--- src/rtl/sweep_pkg.sv ---
// Shared types and default sizing for the triangular sweep sequencer.
package sweep_pkg;

    typedef enum logic [2:0] {
        IDLE = 3'd0,
        UP   = 3'd1,
        HOLD = 3'd2,
        DOWN = 3'd3,
        DONE = 3'd4
    } sweep_state_e;

    localparam int unsigned SWEEP_WIDTH   = 4;
    localparam int unsigned SWEEP_DWELL_W = 4;
    localparam int unsigned SWEEP_REP_W   = 4;

endpackage

--- src/rtl/sweep_sequencer_if.sv ---
// Command and status bundle between a command source and the sweep sequencer.
interface sweep_sequencer_if
    import sweep_pkg::*;
#(
    parameter int unsigned WIDTH   = SWEEP_WIDTH,
    parameter int unsigned DWELL_W = SWEEP_DWELL_W,
    parameter int unsigned REP_W   = SWEEP_REP_W
);

    logic               cmd_valid;
    logic               cmd_ready;
    logic [WIDTH-1:0]   cmd_lo;
    logic [WIDTH-1:0]   cmd_hi;
    logic [DWELL_W-1:0] cmd_dwell;
    logic [REP_W-1:0]   cmd_reps;
    logic               abort;
    logic [WIDTH-1:0]   count;
    logic               dir_up;
    logic               busy;
    logic               done;
    logic               err;

    modport master (
        output cmd_valid, cmd_lo, cmd_hi, cmd_dwell, cmd_reps, abort,
        input  cmd_ready, count, dir_up, busy, done, err
    );

    modport slave (
        input  cmd_valid, cmd_lo, cmd_hi, cmd_dwell, cmd_reps, abort,
        output cmd_ready, count, dir_up, busy, done, err
    );

endinterface

--- src/rtl/updown_counter_ld.sv ---
// Enabled, loadable up/down counter; load wins over enable, wraps modulo 2^WIDTH.
module updown_counter_ld
    import sweep_pkg::*;
#(
    parameter int unsigned WIDTH = SWEEP_WIDTH
) (
    input  logic             clk,
    input  logic             rst,
    input  logic             en,
    input  logic             up,
    input  logic             ld,
    input  logic [WIDTH-1:0] d,
    output logic [WIDTH-1:0] count
);

    logic [WIDTH-1:0] count_q;
    logic [WIDTH-1:0] count_d;

    always_comb begin
        count_d = count_q;
        if (ld) begin
            count_d = d;
        end else if (en) begin
            count_d = up ? count_q + 1'b1 : count_q - 1'b1;
        end
    end

    always_ff @(posedge clk or posedge rst) begin
        if (rst) begin
            count_q <= '0;
        end else begin
            count_q <= count_d;
        end
    end

    assign count = count_q;

endmodule

--- src/rtl/sweep_sequencer.sv ---
// Sequences an up/down counter through programmed triangular sweeps lo->hi->lo.
module sweep_sequencer
    import sweep_pkg::*;
#(
    parameter int unsigned WIDTH   = SWEEP_WIDTH,
    parameter int unsigned DWELL_W = SWEEP_DWELL_W,
    parameter int unsigned REP_W   = SWEEP_REP_W
) (
    input  logic               clk,
    input  logic               rst,
    sweep_sequencer_if.slave   bus
);

    localparam logic [DWELL_W-1:0] DWELL_ONE = DWELL_W'(1);
    localparam logic [REP_W-1:0]   REP_ONE   = REP_W'(1);

    sweep_state_e       state_q, state_d;
    logic [WIDTH-1:0]   lo_q, lo_d;
    logic [WIDTH-1:0]   hi_q, hi_d;
    logic [DWELL_W-1:0] dwell_q, dwell_d;
    logic [DWELL_W-1:0] dwell_cnt_q, dwell_cnt_d;
    logic [REP_W-1:0]   reps_q, reps_d;
    logic               flat_q, flat_d;
    logic               dir_q, dir_d;
    logic               err_q, err_d;

    logic               cnt_en;
    logic               cnt_up;
    logic               cnt_ld;
    logic [WIDTH-1:0]   cnt_val;
    logic [WIDTH-1:0]   cnt_inc;
    logic [WIDTH-1:0]   cnt_dec;

    assign cnt_inc = cnt_val + 1'b1;
    assign cnt_dec = cnt_val - 1'b1;

    updown_counter_ld #(
        .WIDTH(WIDTH)
    ) u_counter (
        .clk   (clk),
        .rst   (rst),
        .en    (cnt_en),
        .up    (cnt_up),
        .ld    (cnt_ld),
        .d     (bus.cmd_lo),
        .count (cnt_val)
    );

    always_comb begin
        state_d     = state_q;
        lo_d        = lo_q;
        hi_d        = hi_q;
        dwell_d     = dwell_q;
        dwell_cnt_d = dwell_cnt_q;
        reps_d      = reps_q;
        flat_d      = flat_q;
        dir_d       = dir_q;
        err_d       = 1'b0;
        cnt_en      = 1'b0;
        cnt_up      = 1'b1;
        cnt_ld      = 1'b0;

        unique case (state_q)
            IDLE: begin
                if (bus.cmd_valid) begin
                    if (bus.cmd_lo > bus.cmd_hi) begin
                        err_d = 1'b1;
                    end else begin
                        cnt_ld  = 1'b1;
                        lo_d    = bus.cmd_lo;
                        hi_d    = bus.cmd_hi;
                        dwell_d = bus.cmd_dwell;
                        dir_d   = 1'b1;
                        reps_d  = (bus.cmd_reps == '0) ? REP_ONE : bus.cmd_reps;
                        flat_d  = (bus.cmd_lo == bus.cmd_hi);
                        if (bus.cmd_lo != bus.cmd_hi) begin
                            state_d = UP;
                        end else if (bus.cmd_dwell != '0) begin
                            dwell_cnt_d = bus.cmd_dwell;
                            state_d     = HOLD;
                        end else begin
                            state_d = DONE;
                        end
                    end
                end
            end
            UP: begin
                if (bus.abort) begin
                    state_d = IDLE;
                end else begin
                    cnt_en = 1'b1;
                    if (cnt_inc == hi_q) begin
                        if (dwell_q != '0) begin
                            dwell_cnt_d = dwell_q;
                            state_d     = HOLD;
                        end else begin
                            dir_d   = 1'b0;
                            state_d = DOWN;
                        end
                    end
                end
            end
            HOLD: begin
                if (bus.abort) begin
                    state_d = IDLE;
                end else begin
                    dwell_cnt_d = dwell_cnt_q - 1'b1;
                    if (dwell_cnt_q == DWELL_ONE) begin
                        if (flat_q) begin
                            state_d = DONE;
                        end else begin
                            dir_d   = 1'b0;
                            state_d = DOWN;
                        end
                    end
                end
            end
            DOWN: begin
                if (bus.abort) begin
                    state_d = IDLE;
                end else begin
                    cnt_en = 1'b1;
                    cnt_up = 1'b0;
                    if (cnt_dec == lo_q) begin
                        if (reps_q == REP_ONE) begin
                            state_d = DONE;
                        end else begin
                            reps_d  = reps_q - 1'b1;
                            dir_d   = 1'b1;
                            state_d = UP;
                        end
                    end
                end
            end
            DONE: begin
                state_d = IDLE;
            end
            default: begin
                state_d = IDLE;
            end
        endcase
    end

    always_ff @(posedge clk or posedge rst) begin
        if (rst) begin
            state_q     <= IDLE;
            lo_q        <= '0;
            hi_q        <= '0;
            dwell_q     <= '0;
            dwell_cnt_q <= '0;
            reps_q      <= '0;
            flat_q      <= 1'b0;
            dir_q       <= 1'b1;
            err_q       <= 1'b0;
        end else begin
            state_q     <= state_d;
            lo_q        <= lo_d;
            hi_q        <= hi_d;
            dwell_q     <= dwell_d;
            dwell_cnt_q <= dwell_cnt_d;
            reps_q      <= reps_d;
            flat_q      <= flat_d;
            dir_q       <= dir_d;
            err_q       <= err_d;
        end
    end

    // Handshake and status come straight off the state register.
    assign bus.cmd_ready = (state_q == IDLE);
    assign bus.busy      = (state_q != IDLE);
    assign bus.done      = (state_q == DONE);
    assign bus.err       = err_q;
    assign bus.dir_up    = dir_q;
    assign bus.count     = cnt_val;

endmodule

--- src/flat_wrapper.sv ---
// flat-port wrapper written by rule: the top's interface ports become plain ports
module sweep_sequencer_flat import sweep_pkg::*;
#(
    parameter int unsigned WIDTH   = SWEEP_WIDTH,
    parameter int unsigned DWELL_W = SWEEP_DWELL_W,
    parameter int unsigned REP_W   = SWEEP_REP_W
)
  (clk, rst, bus_cmd_valid, bus_cmd_lo, bus_cmd_hi, bus_cmd_dwell, bus_cmd_reps, bus_abort, bus_cmd_ready, bus_count, bus_dir_up, bus_busy, bus_done, bus_err);
  sweep_sequencer_if #(.WIDTH(WIDTH), .DWELL_W(DWELL_W), .REP_W(REP_W)) bus_i ();
  input  logic clk;
  input  logic rst;
  input wire logic [$bits(bus_i.cmd_valid)-1:0] bus_cmd_valid;
  input wire logic [$bits(bus_i.cmd_lo)-1:0] bus_cmd_lo;
  input wire logic [$bits(bus_i.cmd_hi)-1:0] bus_cmd_hi;
  input wire logic [$bits(bus_i.cmd_dwell)-1:0] bus_cmd_dwell;
  input wire logic [$bits(bus_i.cmd_reps)-1:0] bus_cmd_reps;
  input wire logic [$bits(bus_i.abort)-1:0] bus_abort;
  output wire logic [$bits(bus_i.cmd_ready)-1:0] bus_cmd_ready;
  output wire logic [$bits(bus_i.count)-1:0] bus_count;
  output wire logic [$bits(bus_i.dir_up)-1:0] bus_dir_up;
  output wire logic [$bits(bus_i.busy)-1:0] bus_busy;
  output wire logic [$bits(bus_i.done)-1:0] bus_done;
  output wire logic [$bits(bus_i.err)-1:0] bus_err;
  assign bus_i.cmd_valid = bus_cmd_valid;
  assign bus_i.cmd_lo = bus_cmd_lo;
  assign bus_i.cmd_hi = bus_cmd_hi;
  assign bus_i.cmd_dwell = bus_cmd_dwell;
  assign bus_i.cmd_reps = bus_cmd_reps;
  assign bus_i.abort = bus_abort;
  assign bus_cmd_ready = bus_i.cmd_ready;
  assign bus_count = bus_i.count;
  assign bus_dir_up = bus_i.dir_up;
  assign bus_busy = bus_i.busy;
  assign bus_done = bus_i.done;
  assign bus_err = bus_i.err;
  sweep_sequencer #(.WIDTH(WIDTH), .DWELL_W(DWELL_W), .REP_W(REP_W)) u_core (.clk(clk), .rst(rst), .bus(bus_i));
endmodule
--- config.mk ---
export PLATFORM = sky130hd
export DESIGN_NAME = sweep_sequencer_flat
export DESIGN_NICKNAME = d
export VERILOG_FILES = /design/src/rtl/sweep_pkg.sv /design/src/rtl/sweep_sequencer_if.sv /design/src/rtl/updown_counter_ld.sv /design/src/rtl/sweep_sequencer.sv /design/src/flat_wrapper.sv
export SDC_FILE = /design/constraint.sdc
export NUM_CORES = 1
export LEC_CHECK = 0
export ABC_AREA = 1
export CAP_MARGIN = 20
export CORE_MARGIN = 4
export CORE_UTILIZATION = 43
export DETAILED_ROUTE_END_ITERATION = 10
export PLACE_DENSITY = 0.67
export SETUP_SLACK_MARGIN = 0.02
export SLEW_MARGIN = 20
export SYNTH_ARGS = -nofsm -noshare
export SYNTH_HDL_FRONTEND = slang
export SYNTH_HIERARCHICAL = 1
export SYNTH_SLANG_ARGS = --single-unit
--- constraint.sdc ---
create_clock -name clk -period 3.5 [get_ports clk]
set_input_delay 0.7 -clock clk [delete_from_list [all_inputs] [get_ports clk]]
set_output_delay 0.7 -clock clk [all_outputs]
set_load 0.02 [all_outputs]
---- Word-level counts from Yosys, hierarchy flattened ----
Index checks and enable logic that the tools add are counted.
W data, S select, Z words.
word-level totals
  flip-flop bits (word level) ............. 30
  word-level logic and storage cells ...... 113
  input bits .............................. 20
cells by class
  add/sub/neg operators ................... 4
  equality and inequality tests ........... 27
  magnitude comparators ................... 1
  reduce and logical (&&, ||, !) cells .... 15
  bitwise operators ....................... 1
  muxes and demuxes ....................... 55
operators with widths
  kind                   number
  $mux W4                17
  $mux W3                12
  $mux W1                22
  $ne A2 B2 Y1 const B   9
  $eq A4 B4 Y1           3
  $pmux W3 S4            1
  $pmux W4 S3            1
  $reduce_and A12 Y1     1
  $reduce_bool A4 Y1     3
  $sub A4 B1 Y4 const B  3
  $ne A2 B1 Y1 const B   5
  $ne A3 B2 Y1 const B   3
  $reduce_and A9 Y1      1
  $eq A4 B1 Y1 const B   2
  $pmux W4 S2            1
  $eq A3 B2 Y1 const B   2
  $reduce_and A6 Y1      1
  $reduce_bool A3 Y1     2
  $reduce_and A5 Y1      1
  $add A4 B1 Y4 const B  1
  $gt A4 B4 Y1           1
  $logic_not A4 Y1       1
  $ne A4 B4 Y1           1
  $pmux W1 S4            1
  other kinds (7)        8

---- Depth between registers and ports, before layout ----
  depth in word-level cells ............... 6
  gate-level depth with buffers ........... 14

---- By module ----
The synthesis kept the hierarchy.
modules (own cells, without submodules)
  module             cells an instance  instances  seq. area each (um^2)  area an instance (um^2)
  sweep_sequencer    268                1          651.9                  1833.0
  updown_counter_ld  38                 1          100.1                  294.0

---- Worst setup path after synthesis ----
No wires, ideal clock.
  path type ............................... input to register
  from .................................... input bus_cmd_hi[1]
  to ...................................... register u_core.u_counter.count_q[2] (netlist: u_core/u_counter/count[2])
  path buffers ............................ 0
  setup time .............................. 127 ps
  stages on the path ...................... 12
  data required time ...................... 3373 ps
  slack ................................... 1323 ps
  arrival ................................. 2050 ps
  cells stage by stage .................... inv_1 -> ha_1 -> inv_1 -> nor2_1 -> o21ai_0 -> nand2_1 -> nand2_1 -> nand3_1 -> inv_1 -> nor2_2 -> a22oi_1 -> o21ai_1
between the ends
  cells in the longest elaborated chain, start to end .. 5
RTL lines
  element                                               RTL line                 RTL
  start, declared                                       flat_wrapper.sv:14       input wire logic [$bits(bus_i.cmd_hi)-1:0] bus_cmd_hi;
  $gt A4 B4 Y1 *                                        sweep_sequencer.sv:66    if (bus.cmd_lo > bus.cmd_hi) begin
  $mux W1 *                                             sweep_sequencer.sv:66
  $mux W1 *                                             sweep_sequencer.sv:65    if (bus.cmd_valid) begin
  $mux W1 *                                             sweep_sequencer.sv:63    unique case (state_q)
  named net u_core.cnt_ld                               sweep_sequencer.sv:29    logic cnt_ld;
  $mux W4 / $reduce_bool A2 Y1 (equally long branches)  --
  end signal, assigned                                  updown_counter_ld.sv:32  count_q <= count_d;
  end, declared                                         updown_counter_ld.sv:16  logic [WIDTH-1:0] count_q;
The timed path passes the listed nets; every way through them passes the cells marked *.
A chain may end at the register's enable or synchronous reset.

---- Final worst setup path ----
  from .................................... input bus_cmd_lo[1]
  to ...................................... register u_core.u_counter.count_q[2] (netlist: u_core/u_counter/count[2])
between the ends
  cells in the longest elaborated chain, start to end .. 5
RTL lines
  element                                               RTL line               RTL
  start, declared                                       flat_wrapper.sv:13     input wire logic [$bits(bus_i.cmd_lo)-1:0] bus_cmd_lo;
  $gt A4 B4 Y1 *                                        sweep_sequencer.sv:66
  $mux W1 *                                             sweep_sequencer.sv:66
  $mux W1 *                                             sweep_sequencer.sv:65
  $mux W1 *                                             sweep_sequencer.sv:63
  named net u_core.cnt_ld                               sweep_sequencer.sv:29
  $mux W4 / $reduce_bool A2 Y1 (equally long branches)  --
Marks and branches as above.

==> impl_results.md <==
- Run status: finished clean
- Worst path top cell family by delay: buffers and inverters
- Critical hold path startpoint: u_core/bus.dir_up$_DFFE_PP1P_
- CP peak stage delay: 0.48 ns
- FF+latch count, synth: 30
- DR pass1 iterations: 4
- Fin crit share: 0.724
- Synth Cell Area: 2130 um2
- Post-synthesis simple-gate area fraction: 0.324
- Hold path depth: 2
- DRC viols: 0
- RSZ-0062 raised after global routing: no
- Ant diodes: 0
- Area leader, netlist: dfrtp_1
- Leak: 1.35 nW
- Worst slack, placed: 0.706 ns
- Final WS setup: 0.967 ns
- Final HPWL DP: 3.90 mm
- Setup tns final: 0 ns
- Post-CTS Resized: 0
- Drt wl/cell: 12.3 um
- Crit-path max FO: 11
- Buf/Inv on CP: 3
- Post-DR vias/cell: 4.97
- Post-synthesis sequential area ratio: 0.354
- Gp weighted congestion: 0.905
- Reg2reg end: u_core/reps_q[0]$_DFFE_PP0P_
- Post-Route WL: 5.02 mm
- CP max stage cell: clkdlybuf4s50_1
- Vias in the first global route: 1,937
- Area Growth Syn to Fin: 22.2%
- Post-Synth Adder-Cell Area: 0.0800
- GRT Residual Overflow: 0
- Max Freq: 395 MHz
- First-pass GRT wire length: 8.78 mm
- Worst-Skew Late Latency: 0.29 ns
- TritonCTS Sinks: 30
- Routed Antenna Nets: 0
- CP endpoint kind: register
- Post-Syn Instances: 306
- Clk slew on worst S/H paths: 0.07 ns
- Clock buffer depth: 2
- R2R depth: 13
- Power Dens Cells: 843 nW/um2
- Gr usage total: 0.181
- MaxCap Viol Count: 0
- Initial antenna violation count: 0
- Share of cells above drive strength 1: 0.0909
- Commonest non-fill, non-tap cell in the layout: nand2_1
- Final setup fails: 0
- Routed vias: 2,026
- Crit-path cells: clkdlybuf4s50_1, ha_1, inv_1, nor2_1, o21ai_0, nand2_1, nand2_1, nand3_1, inv_1, nor2_2, a22oi_1, o21ai_1
- Chip height: 78.3 um
- Syn Nets: 339
- Netlist cell types: 34
- Arrival time at the worst endpoint: 2.70 ns
- Worst Tran Pin Value: 0.577 ns
- Largest net degree at the start of global routing: 27
- Syn avg cell area: 6.95 um2
- IO Port Bufs: 28
- Core Rows: 25
- Startpoint types: input pin
- CTS buffer count: 5
- Post-synth top area share: 0.341
- Area contributors post-synth: dfrtp_1 (34%), nand2_1 (16%), inv_1 (8.1%)
- Num ports: 29
- Type of the worst min-delay path: reg2reg
- Overall die width: 78.3 um
- Hold_buf cts: 0
- Detailed Route Iter0 Violations: 82
- Min-Delay Endpoint: u_core/bus.dir_up$_DFFE_PP1P_
- Highest-count cells in the layout ignoring fill and taps: nand2_1 (93), inv_1 (45), dfrtp_1 (29), clkdlybuf4s50_1 (28), nand3_1 (26)
- Hold Violations, Final: 0
- Post-CTS setup buffer count: 0
- Worst clock skew: 0.00886 ns
- Prevailing post-synth register cell: dfrtp_1
- Worst path required time: 3.66 ns
- NumNets Final: 373
- Ys async rst share: 1.00
- VDD IR-drop max: 434 uV
- Largest family of logic cells by synthesized area: simple AND/OR/NAND/NOR gates
- RR Startpoint: u_core/u_counter/count[0]$_DFFE_PP0P_
- Root buffer cell: clkbuf_8
- R2R Setup Slk: 1.28 ns
- Post-synth EDFFs: 0
- Post-Synth XOR/XNOR Area: 0.0206
- Multiplexer share of the synthesized area: 0
- CORE AREA: 4750 um2
- Htree depth: 2
- Slew headroom: 0.615
- Crit path time final: 2.53 ns
- CTS tree: yes
- Synth Area in Compound Gates: 0.126
- Yosys warning total: 6
- Final slew viol count: 0
- Die area: 6140 um2
- Starting Density: 0.447
- Type of the worst setup path: in2reg
-- flip-flops by register name, summed over array words and instances, names as in the netlist --
signal	cells
u_core/dwell_cnt_q	4
u_core/dwell_q	4
u_core/hi_q	4
u_core/lo_q	4
u_core/reps_q	4
u_core/u_counter/count	4
u_core/state_q	3
u_core/bus.dir_up	1
u_core/bus.err	1
u_core/flat_q	1
-- cells in the mapped netlist (2+ instances only) --
cell type / count
xnor2_1: 4
o21ai_0: 21
a21oi_1: 6
inv_2: 6
o21ai_1: 5
nor2_1: 22
ha_1: 12
nand4_1: 2
nor3_1: 3
nand3_1: 26
o22ai_1: 3
nand3_2: 2
nand2_1: 93
nor2_2: 3
dfrtp_1: 29
nor2_4: 2
inv_1: 46
nand2_2: 4
a22oi_1: 2
-- worst reg2reg max path, delay by kind of cell, from the launching register on --
kind / cells / cell delay, ns
and+or+nand+nor: 8 / 0.70
DFF: 1 / 0.60
adders and majority gates: 1 / 0.38
AOI/OAI and AO/OA: 2 / 0.31
buffers and inverters: 2 / 0.18
-- logic make-up after synthesis --
logic type	after synthesis
buffers and inverters	54
AOI/OAI and AO/OA	45
xor gates and xnor gates	5
adders and majority gates	13
and+or+nand+nor	159
DFF	30
-- layer usage --
layer	track usage	wire length, um
met5	0	0
met4	0.0734	64
met3	0.0424	194
met2	0.285	2320
met1	0.238	2430
-- worst max-delay path by stage --
stage / startpoint / end / slack (ns) / cells after the start
2_1_floorplan: bus_cmd_hi[1] / u_core/u_counter/count[2]$_DFFE_PP0P_ / 1.32 / 12
3_3_place_gp: bus_cmd_hi[1] / u_core/u_counter/count[2]$_DFFE_PP0P_ / 0.85 / 13
3_5_place_dp: bus_cmd_lo[1] / u_core/u_counter/count[2]$_DFFE_PP0P_ / 0.71 / 12
4_1_cts: bus_cmd_lo[1] / u_core/u_counter/count[2]$_DFFE_PP0P_ / 0.98 / 12
5_1_grt: bus_cmd_lo[1] / u_core/u_counter/count[2]$_DFFE_PP0P_ / 0.84 / 12
6_report: bus_cmd_lo[1] / u_core/u_counter/count[2]$_DFFE_PP0P_ / 0.97 / 12
-- power breakdown --
part	leakage (nW)	switching (W)	internal, W
combinational	0.922	0.000702	0.000476
sequential	0.373	0.000161	0.000504
clock	0.0579	0.000138	0.000209
-- per-stage QoR --
step           area (um2)   util  power [W]  hold slack, ns  instances
6_report             2600  0.547    0.00219           0.476        408
5_1_grt              2600  0.547    0.00243           0.498        408
4_1_cts              2600  0.547    0.00221           0.482        408
3_5_place_dp         2490  0.524    0.00185           0.470        400
3_3_place_gp         2490  0.524    0.00182           0.466        400
2_1_floorplan        2130      -    0.00151           0.453        306
-- area by class of cell --
class	count	area, um2
Clock buffer	5	68.8
Clock inverter	3	40.0
Fill cell	484	2160
Inverter	52	195
Multi-Input combinational cell	222	1170
Sequential cell	30	752
Tap cell	67	83.8
Timing Repair Buffer	29	288
(Power assumes the default switching activity.)
